$ cat config.mk
export PLATFORM = sky130hd
export DESIGN_NAME = wr_port_arbiter
export DESIGN_NICKNAME = d
export VERILOG_FILES = /design/src/rtl/wr_port_arbiter.sv
export SDC_FILE = /design/constraint.sdc
export NUM_CORES = 1
export LEC_CHECK = 0
export BUFFER_PORTS_ARGS = -buffer_cell sky130_fd_sc_hd__buf_2
export CAP_MARGIN = 20
export CORE_ASPECT_RATIO = 1.25
export CORE_MARGIN = 2
export CORE_UTILIZATION = 48
export DETAILED_ROUTE_END_ITERATION = 6
export MAX_ROUTING_LAYER = met4
export PLACE_DENSITY_LB_ADDON = 0.3
export SLEW_MARGIN = 20
export SYNTH_ARGS = -nofsm -noshare
export SYNTH_HDL_FRONTEND = slang
export SYNTH_SLANG_ARGS = --single-unit
export TNS_END_PERCENT = 50
$ cat constraint.sdc
create_clock -name clk -period 3.7 [get_ports clk]
set_input_delay 0.74 -clock clk [delete_from_list [all_inputs] [get_ports clk]]
set_output_delay 0.74 -clock clk [all_outputs]
set_load 0.02 [all_outputs]
$ cat src/rtl/wr_port_arbiter.sv
// wr_port_arbiter
// Shares the single register-bank write port between requesters A, B and C.
// Round-robin selection between A, B and C, with locked bursts of at most
// MAX_BURST writes. Every grant is followed by one idle GAP cycle.
// All outputs are registered. mux_sel only ever carries 00, 01 or 10.
// busy is high on the follow-on writes of a burst, i.e. the cycles where the
// port is held by an owner without a fresh arbitration.
module wr_port_arbiter #(
  parameter int DATA_W       = 32,
  parameter int MAX_BURST    = 4,
  parameter bit ZERO_PROTECT = 1'b1
) (
  input  logic              clk,
  input  logic              rst_n,
  input  logic [2:0]        req,
  input  logic [2:0]        lock,
  input  logic [4:0]        addr_a,
  input  logic [4:0]        addr_b,
  input  logic [4:0]        addr_c,
  input  logic [DATA_W-1:0] data_a,
  input  logic [DATA_W-1:0] data_b,
  input  logic [DATA_W-1:0] data_c,
  output logic [2:0]        gnt,
  output logic [1:0]        mux_sel,
  output logic              wr_en,
  output logic [4:0]        wr_addr,
  output logic [DATA_W-1:0] wr_data,
  output logic              busy
);

  // Bursts are only possible when more than one write per grant is allowed.
  localparam bit         BURST_EN = (MAX_BURST > 1);
  localparam logic [3:0] MAX_CNT  = 4'(MAX_BURST);

  typedef enum logic [1:0] {
    IDLE  = 2'b00,
    BURST = 2'b01,
    GAP   = 2'b10
  } state_t;

  state_t              state_r;
  logic [1:0]          ptr_r;
  logic [1:0]          owner_r;
  logic [3:0]          cnt_r;
  logic [2:0]          gnt_r;
  logic [1:0]          mux_sel_r;
  logic                wr_en_r;
  logic [4:0]          wr_addr_r;
  logic [DATA_W-1:0]   wr_data_r;
  logic                busy_r;

  logic [1:0]          pick_s;
  logic [1:0]          src_s;
  logic [4:0]          src_addr_s;
  logic [DATA_W-1:0]   src_data_s;
  logic                burst_cont_s;
  logic [3:0]          cnt_next_s;

  // Successor of a requester index in the fixed ring A -> B -> C -> A.
  function automatic logic [1:0] next_idx(input logic [1:0] idx);
    logic [1:0] nxt;
    case (idx)
      2'd0:    nxt = 2'd1;
      2'd1:    nxt = 2'd2;
      default: nxt = 2'd0;
    endcase
    return nxt;
  endfunction

  // One-hot grant vector for a requester index; index 3 maps to no grant.
  function automatic logic [2:0] onehot(input logic [1:0] idx);
    logic [2:0] oh;
    case (idx)
      2'd0:    oh = 3'b001;
      2'd1:    oh = 3'b010;
      2'd2:    oh = 3'b100;
      default: oh = 3'b000;
    endcase
    return oh;
  endfunction

  // First requesting index, searching from ptr and wrapping C -> A.
  // Only meaningful when r is nonzero; otherwise returns the last candidate.
  function automatic logic [1:0] rr_pick(input logic [2:0] r, input logic [1:0] ptr);
    logic [1:0] c0;
    logic [1:0] c1;
    logic [1:0] c2;
    logic [1:0] win;
    c0 = ptr;
    c1 = next_idx(c0);
    c2 = next_idx(c1);
    if (r[c0]) begin
      win = c0;
    end else if (r[c1]) begin
      win = c1;
    end else begin
      win = c2;
    end
    return win;
  endfunction

  // Write strobe qualifier: address 0 is write-protected when enabled.
  function automatic logic wr_allow(input logic [4:0] a);
    logic ok;
    if (ZERO_PROTECT) begin
      ok = (a != 5'd0);
    end else begin
      ok = 1'b1;
    end
    return ok;
  endfunction

  // Arbitration decision and address/data source selection for this edge.
  always_comb begin
    pick_s       = rr_pick(req, ptr_r);
    src_s        = (state_r == BURST) ? owner_r : pick_s;
    burst_cont_s = req[owner_r] & lock[owner_r];
    cnt_next_s   = cnt_r + 4'd1;
    case (src_s)
      2'd0: begin
        src_addr_s = addr_a;
        src_data_s = data_a;
      end
      2'd1: begin
        src_addr_s = addr_b;
        src_data_s = data_b;
      end
      2'd2: begin
        src_addr_s = addr_c;
        src_data_s = data_c;
      end
      default: begin
        src_addr_s = 5'd0;
        src_data_s = {DATA_W{1'b0}};
      end
    endcase
  end

  // Sequencer FSM with registered grant, mux select and write-port outputs.
  always_ff @(posedge clk) begin
    if (!rst_n) begin
      state_r   <= IDLE;
      ptr_r     <= 2'd0;
      owner_r   <= 2'd0;
      cnt_r     <= 4'd0;
      gnt_r     <= 3'b000;
      mux_sel_r <= 2'b00;
      wr_en_r   <= 1'b0;
      wr_addr_r <= 5'd0;
      wr_data_r <= {DATA_W{1'b0}};
      busy_r    <= 1'b0;
    end else begin
      // Strobes are single-cycle; they are re-asserted only when a write issues.
      gnt_r   <= 3'b000;
      wr_en_r <= 1'b0;
      busy_r  <= 1'b0;
      case (state_r)
        IDLE: begin
          if (req != 3'b000) begin
            gnt_r     <= onehot(pick_s);
            mux_sel_r <= pick_s;
            wr_addr_r <= src_addr_s;
            wr_data_r <= src_data_s;
            wr_en_r   <= wr_allow(src_addr_s);
            if (BURST_EN && lock[pick_s]) begin
              state_r <= BURST;
              owner_r <= pick_s;
              cnt_r   <= 4'd1;
            end else begin
              state_r <= GAP;
              ptr_r   <= next_idx(pick_s);
              cnt_r   <= 4'd0;
            end
          end else begin
            state_r <= IDLE;
          end
        end
        BURST: begin
          if (burst_cont_s) begin
            gnt_r     <= onehot(owner_r);
            mux_sel_r <= owner_r;
            wr_addr_r <= src_addr_s;
            wr_data_r <= src_data_s;
            wr_en_r   <= wr_allow(src_addr_s);
            busy_r    <= 1'b1;
            if (cnt_next_s >= MAX_CNT) begin
              state_r <= GAP;
              ptr_r   <= next_idx(owner_r);
              cnt_r   <= 4'd0;
            end else begin
              cnt_r   <= cnt_next_s;
            end
          end else begin
            // Owner released the burst early: the grant ends here.
            state_r <= GAP;
            ptr_r   <= next_idx(owner_r);
            cnt_r   <= 4'd0;
          end
        end
        GAP: begin
          state_r <= IDLE;
        end
        default: begin
          state_r <= IDLE;
          cnt_r   <= 4'd0;
        end
      endcase
    end
  end

  assign gnt     = gnt_r;
  assign mux_sel = mux_sel_r;
  assign wr_en   = wr_en_r;
  assign wr_addr = wr_addr_r;
  assign wr_data = wr_data_r;
  assign busy    = busy_r;

endmodule
==> out/metrics.yaml, run 1 <==
outcome:
  status: "complete, no violations"
logic_synthesis:
  synth.ff_latch_count: 54
  synth_edf_count: 0
  synth_area_um2: 2920
  yosysTopAreaCellShare_pct: 37.0
  yosysTopAreaCell: "dfxtp_1"
  async_flop_share_pct: 0
  ys.flop_type: "dfxtp_1"
  syn_avg_cell_area_um2: 9.16
  yosysWarnings: 0
  synthCells: 319
  synth_cell_type_count: 42
  synth_most_common_cell: "dfxtp_1"
  synth_area_leaders: "dfxtp_1 (37%), mux2_2 (11%), a221oi_1 (8.7%), o21ai_0 (6.7%), nor2_1 (6.7%)"
  syn_nets: 439
  yosysSeqAreaShare_pct: 37.0
  synthTopCellsByCount: "dfxtp_1 (54), nor2_1 (52), o21ai_0 (39), a221oi_1 (29), mux2_2 (29)"
cts:
  clk_pin_slew_worst_paths_ps: 100
  ctsResizeCount: 0
  insertion_delay_ps: 310
  clock-sinks: 54
  postCtsSetupRepairBufs: 0
  ctsLongestPathBuffers: 2
  cts_tree: "yes"
  ctsHoldBuffers: 0
  cts_made_buffers: 5
  root_buffer: "clkbuf_8"
  h-tree-depth: 2
detailed_routing:
  firstDrtPassIters: 4
  drtIter0Drc: 237
  avgRoutedWirePerCell_um: 15.5
  postRouteWirelength_um: 8530
  drtAntennaViolNets: 0
  vias: 3052
  vias_per_cell: 5.55
  drcViolationCount: 0
final_layout:
  multiInputGateArea_um2: 1760
  fin_cells: 550
  finalCoreUtilization_pct: 66.5
  drive_gt1_share_pct: 48.3
  n_fill_cell: 509
  final_nets: 587
  syn2layout_area_growth_pct: 33.2
  diodes: 0
  layout.area.seq_um2: 1080
floorplanning:
  die_area_um2: 6730
  core_area_um2: 5860
  die_h_um: 91.2
  die_width_um: 73.8
  pin_count: 163
  start_util_pct: 49.9
  rows: 31
critical_path:
  critical_path_class: "input pin to flip-flop"
  start_kind: "input pin"
  crit_arrival_ps: 3080
  crit_required_ps: 3900
  reg2reg_depth: 6
  cp_max_fo: 21
  crit_path_end_kind: "flip-flop"
sta:
  post-route-period-util_pct: 77.8
  hold_slack_ps: 473
  worst_slew_pin_slew_ps: 767
  period_minus_slack_ps: 2880
  hold_violations: 0
  rsz0062_at_grt: "no"
  fin_tns_setup_ps: 0
  setup_violations: 0
  slew_headroom_pct: 48.8
  fmax_mhz: 347
  fin_worst_skew_ps: 8.26
  slew_viol_final: 0
place:
  portBuffers: 162
  place_congestion: 0.930
  dp.cells: 542
  hpwl_um: 6230
pwr:
  leakage_nw: 1.82
  peakVddDrop_uv: 301
  power.clock.fraction_pct: 14.9
  seqPwrFrac_pct: 33.9
  p_comb_share_pct: 51.3
  pwr_density_cell_nw_per_um2: 643
  swShare_pct: 42.4
  p_int_mw: 1.44
  power.net_switching_mw: 1.06
global_route:
  grt_pass1_wl_um: 13900
  grt_pass1_vias: 3089
  grt_antenna_before_repair: 0
  grt_max_degree: 50
  grtUsageTotal_pct: 26.2
  grt_overflow: 0
min_path:
  hold_depth: 2
  hold_path.class: "flip-flop to flip-flop"
flow_run:
  maxCapViolCount: 0
## sequential cells by signal, summed over array words and instances (netlist names), 2 cells and up
name     cells
mux_sel      2
wr_addr      5
state_r      2
cnt_r        4
gnt          3
owner_r      2
ptr_r        2
wr_data     32
## power groups by stage
stage	Clock [mW]	Sequential [mW]	Combinational (mW)
3_5_place_dp	0	0.852	1.29
5_1_grt	0.404	0.868	1.40
2_1_floorplan	0	1.03	0.736
3_3_place_gp	0	0.850	1.26
4_1_cts	0.383	0.846	1.28
6_report	0.372	0.848	1.28
## area by class of cell
| cell class | count | share of cell area, % |
|---|---|---|
| Tap cell | 82 | 2.64 |
| Clock buffer | 7 | 2.48 |
| Inverter | 2 | 0.193 |
| Multi-Input combinational cell | 238 | 45.1 |
| Sequential cell | 54 | 27.8 |
| Clock inverter | 1 | 0.225 |
| Timing Repair Buffer | 166 | 21.6 |
## logic make-up after synthesis
kind of cell             after synthesis  synth area share, %
AO/OA/AOI/OAI                         98                 25.6
adder cells (fa/ha/maj)                1                0.428
AND/OR/NAND/NOR                       96                 15.2
buffers and inverters                 27                 4.32
flip-flops                            54                 37.0
multiplexers                          43                 17.5
## path summary, 6_finish.rpt
path | start | end | slack (ps)
setup / recovery | req[0] | wr_data[4]$_SDFFE_PN0P_ | 820
hold / removal | mux_sel[1]$_SDFFE_PN0P_ | mux_sel[1]$_SDFFE_PN0P_ | 470
setup reg to reg | state_r[1]$_SDFFE_PN0P_ | wr_data[4]$_SDFFE_PN0P_ | 890
hold reg to reg | mux_sel[1]$_SDFFE_PN0P_ | mux_sel[1]$_SDFFE_PN0P_ | 470
## placed cells by master, fill, tap and decap left out, drive strengths merged, types with 2 or more instances in the layout
cell	n
buf	166
dfxtp	54
nor2	52
o21ai	44
mux2	37
a221oi	37
nand2	12
nor2b	8
clkbuf	7
mux2i	6
and2	5
nor3	5
nand3	3
a21boi	3
nand2b	2
a211oi	2
inv	2
a21oi	2
a32oi	2
or4	2
## worst max-delay path, stage by stage
cell and delay (ps):
buf_2 110, nor2b_1 260, o41ai_4 170, mux2i_4 600, buf_4 430, mux2_2 380, a221oi_1 300, nor2_1 80
## metal layers
layer / vias up / GRT usage [%] / wire (um)
met3: 19 / 4.33 / 496
met4: 0 / 8.94 / 191
met5: - / - / 0
li1: 1489 / - / -
met2: 141 / 43.6 / 4420
met1: 1403 / 31.5 / 3420
## stage by stage
step           setup WS [ps]  total power, mW  instance area [um^2]
2_1_floorplan           1250             1.77                  2920
3_3_place_gp             627             2.11                  3790
3_5_place_dp             488             2.14                  3790
4_1_cts                  847             2.51                  3890
5_1_grt                  639             2.67                  3890
6_report                 822             2.50                  3890
Power figures use the tool's default switching activity.
==> run 2, diff against run 1 <==
- ABC_AREA: default -> 1
- CORE_UTILIZATION: 48 -> 40
- clock period: 3.7 -> 2.4 ns (I/O delays scaled with it)
==> run 2 against run 1 <==
Net effect: clock skew grew 4.5 ps; routed wire length grew 6.2%; hold slack lost 13 ps; count of clock-buffer cells in the layout shrank 1; critical endpoint is now wr_data[21]$_SDFFE_PN0P_; final area grew 0.39%; first-iteration DRC count shrank 28%; die area grew 20%; clock power grew 48%; synthesized cell count grew 45%; critical path type is now flip-flop to flip-flop; sequential power grew 53%; sequential cell count is the same.
==> out/metrics.yaml, run 2 <==
outcome:
  status: "complete, no violations"
cts:
  h-tree-depth: 2
  postCtsSetupRepairBufs: 0
  clk_pin_slew_worst_paths_ps: 100
  root_buffer: "clkbuf_8"
  ctsLongestPathBuffers: 2
  cts_tree: "yes"
  clock-sinks: 54
  ctsHoldBuffers: 0
  ctsResizeCount: 0
  insertion_delay_ps: 310
  cts_made_buffers: 5
floorplanning:
  start_util_pct: 40.6
  core_area_um2: 7270
  die_h_um: 100
  die_width_um: 80.8
  pin_count: 163
  rows: 35
  die_area_um2: 8090
pwr:
  p_total_mw: 5.17
  power.clock.fraction_pct: 10.6
  seqPwrFrac_pct: 25.1
  leakage_nw: 2.05
  pwr_density_cell_nw_per_um2: 1320
  power.net_switching_mw: 2.64
  swShare_pct: 51.0
  peakVddDrop_uv: 663
  p_comb_share_pct: 64.3
  p_int_mw: 2.53
logic_synthesis:
  synth_most_common_cell: "nand2_1"
  syn_nets: 584
  synthCells: 464
  yosysTopAreaCell: "dfxtp_1"
  synth.ff_latch_count: 54
  synthTopCellsByCount: "nand2_1 (171), nand3_1 (83), dfxtp_1 (54), a21oi_1 (38), nor2_1 (30)"
  yosysSeqAreaShare_pct: 36.6
  ys.flop_type: "dfxtp_1"
  synth_area_leaders: "dfxtp_1 (37%), nand2_1 (22%), nand3_1 (14%), a21oi_1 (6.4%), nor2_1 (3.8%)"
  synth_area_um2: 2950
  synth_cell_type_count: 28
  yosysTopAreaCellShare_pct: 36.6
  async_flop_share_pct: 0
  synth_edf_count: 0
  yosysWarnings: 0
  syn_avg_cell_area_um2: 6.36
critical_path:
  worst_path_largest_cell_delay_ps: 370
  critPathBufInv: 1
  critPathSlowestCell: "dfxtp_1"
  cp.depth: 12
  critical_path_class: "flip-flop to flip-flop"
  crit_arrival_ps: 2190
  reg2reg_depth: 12
  start_kind: "flip-flop"
  cp_max_fo: 14
  r2r_setup_slack_ps: 460
  crit_path_end_kind: "flip-flop"
  critical-path-top-delay-family: "simple AND/OR/NAND/NOR gates"
  crit_chain: "nor2_1, nand2_1, nand2_1, nand2_1, nand2_1, nand2_1, nand2_1, buf_4, nand2_1, nand3_1, nand2_1, a21oi_1"
  crit_required_ps: 2650
  crit_path_frequent_cell: "nand2_1"
detailed_routing:
  maxUsedRoutingLayer: "met4"
  firstDrtPassIters: 4
  drcViolationCount: 0
  dr_wl_met3_um: 602
  drt-met1-wl_um: 3700
  vias_per_cell: 5.04
  drtIter0Drc: 170
  avgRoutedWirePerCell_um: 12.8
  postRouteWirelength_um: 9060
  wl_met2_um: 4550
  vias: 3567
  drtAntennaViolNets: 0
sta:
  fin_tns_setup_ps: 0
  setup_violations: 0
  rsz0062_at_grt: "no"
  worst_slack_ps: 462
  slew_headroom_pct: 68.8
  worst_slew_pin_slew_ps: 465
  fmax_mhz: 516
  hold_violations: 0
  slew_viol_final: 0
  period_minus_slack_ps: 1940
  post-route-period-util_pct: 80.8
  fin_worst_skew_ps: 12.8
final_layout:
  syn2layout_area_growth_pct: 32.4
  finalCoreUtilization_pct: 53.8
  final_cell_mix: "nand2_1 (171), buf_2 (162), nand3_1 (83)"
  diodes: 0
  drive_gt1_share_pct: 32.3
  n_fill_cell: 756
  final_common_cell: "nand2_1"
  final_nets: 735
  largest_reg_flops: 32
global_route:
  grtUsageTotal_pct: 22.6
  grt_max_degree: 43
  grt_pass1_vias: 3182
  grt_antenna_before_repair: 0
  grt_pass1_wl_um: 14200
  grt_overflow: 0
place:
  pre_cts_ws_ps: 308
  portBuffers: 162
  hpwl_um: 6730
  place_congestion: 0.918
min_path:
  hold_depth: 2
  hold_path.class: "flip-flop to flip-flop"
flow_run:
  maxCapViolCount: 0
[run 2: layout make-up]
class                           instances  area (um^2)  area share (%)
Clock buffer                            6         82.6            2.11
Clock inverter                          2         16.3           0.416
Inverter                               24         90.1            2.31
Multi-Input combinational cell        358         1610            41.2
Sequential cell                        54         1080            27.7
Tap cell                               92          115            2.95
Timing Repair Buffer                  172          911            23.3
[run 2: through the flow]
| stage | hold WS, ps | instance area [um^2] | std cells |
|---|---|---|---|
| finish | 460 | 3910 | 708 |
| global route | 495 | 3910 | 708 |
| CTS | 465 | 3910 | 708 |
| detailed placement | 450 | 3810 | 700 |
| global placement | 441 | 3810 | 700 |
| floorplan | 427 | 2950 | 464 |
[run 2: worst min-delay path: cells and delay by family (launching register included)]
family | cells | cell delay [ps]
and+or+nand+nor | 2 | 100
DFF | 1 | 340
[run 2: worst paths after layout]
| check | endpoint | startpoint |
|---|---|---|
| worst min register to register | cnt_r[3]$_SDFFE_PN0P_ | cnt_r[3]$_SDFFE_PN0P_ |
| worst max-delay path | wr_data[21]$_SDFFE_PN0P_ | ptr_r[1]$_SDFFE_PN0P_ |
| worst min-delay path | cnt_r[3]$_SDFFE_PN0P_ | cnt_r[3]$_SDFFE_PN0P_ |
| worst max register to register | wr_data[21]$_SDFFE_PN0P_ | ptr_r[1]$_SDFFE_PN0P_ |
[run 2: cells by family after synthesis]
| family | share of synthesized area (%) |
|---|---|
| xor gates and xnor gates | 0.594 |
| buffers and inverters | 8.77 |
| DFF | 36.6 |
| adders and majority gates | 0.424 |
| and+or+nand+nor | 44.1 |
| AOI/OAI and AO/OA | 9.50 |
[run 2: power groups by stage]
| stage | clock [mW] | sequential, mW | combinational, mW |
|---|---|---|---|
| detailed placement | 0 | 1.32 | 3.33 |
| finish | 0.550 | 1.30 | 3.33 |
| global route | 0.601 | 1.33 | 3.71 |
| CTS | 0.568 | 1.30 | 3.34 |
| global placement | 0 | 1.31 | 3.27 |
| floorplan | 0 | 1.56 | 2.30 |
[run 2: routing by layer]
layer  GRT usage, %  up-vias
li1               -     1808
met1           25.9     1623
met2           39.1      118
met3           3.51       18
met4           8.60        0
met5              -        -
==> run 3, diff against run 2 <==
- CORE_UTILIZATION: 40 -> 45
- clock period: 2.4 -> 1.8 ns (I/O delays scaled with it)
==> run 3 against run 2 <==
Net effect: final area rose by 9.4%; via count rose by 2.5%; hold slack got worse by 62 ps; fmax rose by 11%; largest cell class unchanged; largest power group unchanged.
==> out/metrics.yaml, run 3 (synthesis results as in run 2) <==
detailed_routing:
  firstDrtPassIters: 5
  vias: 3657
  drtIter0Drc: 187
  avgRoutedWirePerCell_um: 13.0
  drcViolationCount: 0
  vias_per_cell: 5.08
  drtAntennaViolNets: 0
  postRouteWirelength_um: 9360
critical_path:
  start_kind: "flip-flop"
  crit_path_end_kind: "flip-flop"
  crit_required_ps: 2040
  crit_arrival_ps: 1970
  critical_path_class: "flip-flop to flip-flop"
  cp_max_fo: 7
pwr:
  p_total_mw: 7.98
  p_comb_share_pct: 69.4
  power.clock.fraction_pct: 8.7
  seqPwrFrac_pct: 21.9
  pwr_density_cell_nw_per_um2: 1870
  p_int_mw: 4.10
  swShare_pct: 48.6
  power.net_switching_mw: 3.88
  peakVddDrop_uv: 1340
  leakage_nw: 2.19
floorplanning:
  pin_count: 163
  die_width_um: 76.4
  start_util_pct: 45.8
  die_area_um2: 7230
  core_area_um2: 6440
  rows: 33
  die_h_um: 94.5
global_route:
  grtUsageTotal_pct: 24.5
  grt_pass1_vias: 3300
  grt_overflow: 0
  grt_pass1_wl_um: 14300
  grt_antenna_before_repair: 0
  grt_max_degree: 27
sta:
  period_minus_slack_ps: 1740
  post-route-period-util_pct: 96.6
  slew_viol_final: 0
  slew_headroom_pct: 74.7
  worst_slew_pin_slew_ps: 376
  setup_violations: 0
  fin_tns_setup_ps: 0
  hold_violations: 0
  fmax_mhz: 575
  hold_slack_ps: 398
  worst_slack_ps: 61.5
  fin_worst_skew_ps: 10.0
  rsz0062_at_grt: "yes"
cts:
  cts_tree: "yes"
  ctsLongestPathBuffers: 2
  cts_made_buffers: 5
  h-tree-depth: 2
  insertion_delay_ps: 300
  clk_pin_slew_worst_paths_ps: 100
  root_buffer: "clkbuf_8"
  clock-sinks: 54
final_layout:
  final_cell_mix: "nand2_1 (163), buf_2 (162), nand3_1 (81)"
  final_common_cell: "nand2_1"
  diodes: 0
  drive_gt1_share_pct: 38.2
  largest_reg_flops: 32
  syn2layout_area_growth_pct: 44.8
  final_nets: 752
outcome:
  status: "complete, no violations"
place:
  pre_cts_ws_ps: 8.29
  portBuffers: 162
  place_congestion: 0.937
  hpwl_um: 6700
flow_run:
  maxCapViolCount: 0
min_path:
  hold_path.class: "input pin to flip-flop"
==> run 3: changes by cell type in the layout (fill, tap and decap cells not counted), sizes merged <==
cell	previous run	this run
buf	172	186
clkbuf	6	8
clkinv	1	2
==> run 3: layout make-up <==
type | instances | area [um^2]
Tap cell | 87 | 109
Timing Repair Buffer | 189 | 1160
Multi-Input combinational cell | 358 | 1730
Sequential cell | 54 | 1090
Inverter | 24 | 90.1
Fill cell | 584 | 2170
Clock buffer | 5 | 68.8
Clock inverter | 3 | 25.0
==> run 3: per-layer routing <==
| layer | vias up | track usage (%) | part of all wire (%) |
|---|---|---|---|
| li1 | 1849 | - | - |
| met1 | 1676 | 27.0 | 39 |
| met2 | 121 | 45.5 | 54 |
| met3 | 11 | 3.92 | 5.8 |
| met4 | 0 | 7.58 | 1.5 |
| met5 | - | - | 0 |
==> run 3: worst paths after layout <==
path | startpoint | endpoint | slack (ps) | depth (start not counted)
setup / recovery | ptr_r[1]$_SDFFE_PN0P_ | wr_data[31]$_SDFFE_PN0P_ | 60 | 11
hold / removal | data_c[6] | wr_data[6]$_SDFFE_PN0P_ | 400 | 5
setup reg to reg | ptr_r[1]$_SDFFE_PN0P_ | wr_data[31]$_SDFFE_PN0P_ | 60 | 11
hold reg to reg | wr_data[7]$_SDFFE_PN0P_ | wr_data[7]$_SDFFE_PN0P_ | 460 | 2
==> run 3: critical path: stages, from the launching register on <==
cell and delay (ps):
dfxtp_4 410, inv_2 50, nand3_1 130, nand3_2 130, nand3_4 120, nand2_8 90, nor2_8 250, clkbuf_16 190
nand2_1 50, nand3_1 60, nand2_1 60, a21oi_1 110
==> run 3: power groups by stage <==
stage          Combinational [mW]  Clock, mW  Sequential (mW)
2_1_floorplan                3.06          0             2.08
3_3_place_gp                 4.75          0             1.74
3_5_place_dp                 4.87          0             1.75
4_1_cts                      4.88      0.717             1.72
5_1_grt                      6.09      0.750             1.79
6_report                     5.54      0.691             1.75
==> run 3: per-stage QoR <==
stage          cells  util, %  instance area [um^2]
5_1_grt          720     66.4                  4280
6_report         720     66.4                  4280
2_1_floorplan    464        -                  2950
3_5_place_dp     706     61.3                  3950
4_1_cts          714     62.7                  4040
3_3_place_gp     706     61.3                  3950
==> run 3: what timing repair did <==
action / in CTS / in global routing
gates resized for setup: 0 / 37
hold buffers: 0 / 0
endpoints found under the setup margin: 0 / 48
buffers inserted: 0 / 2
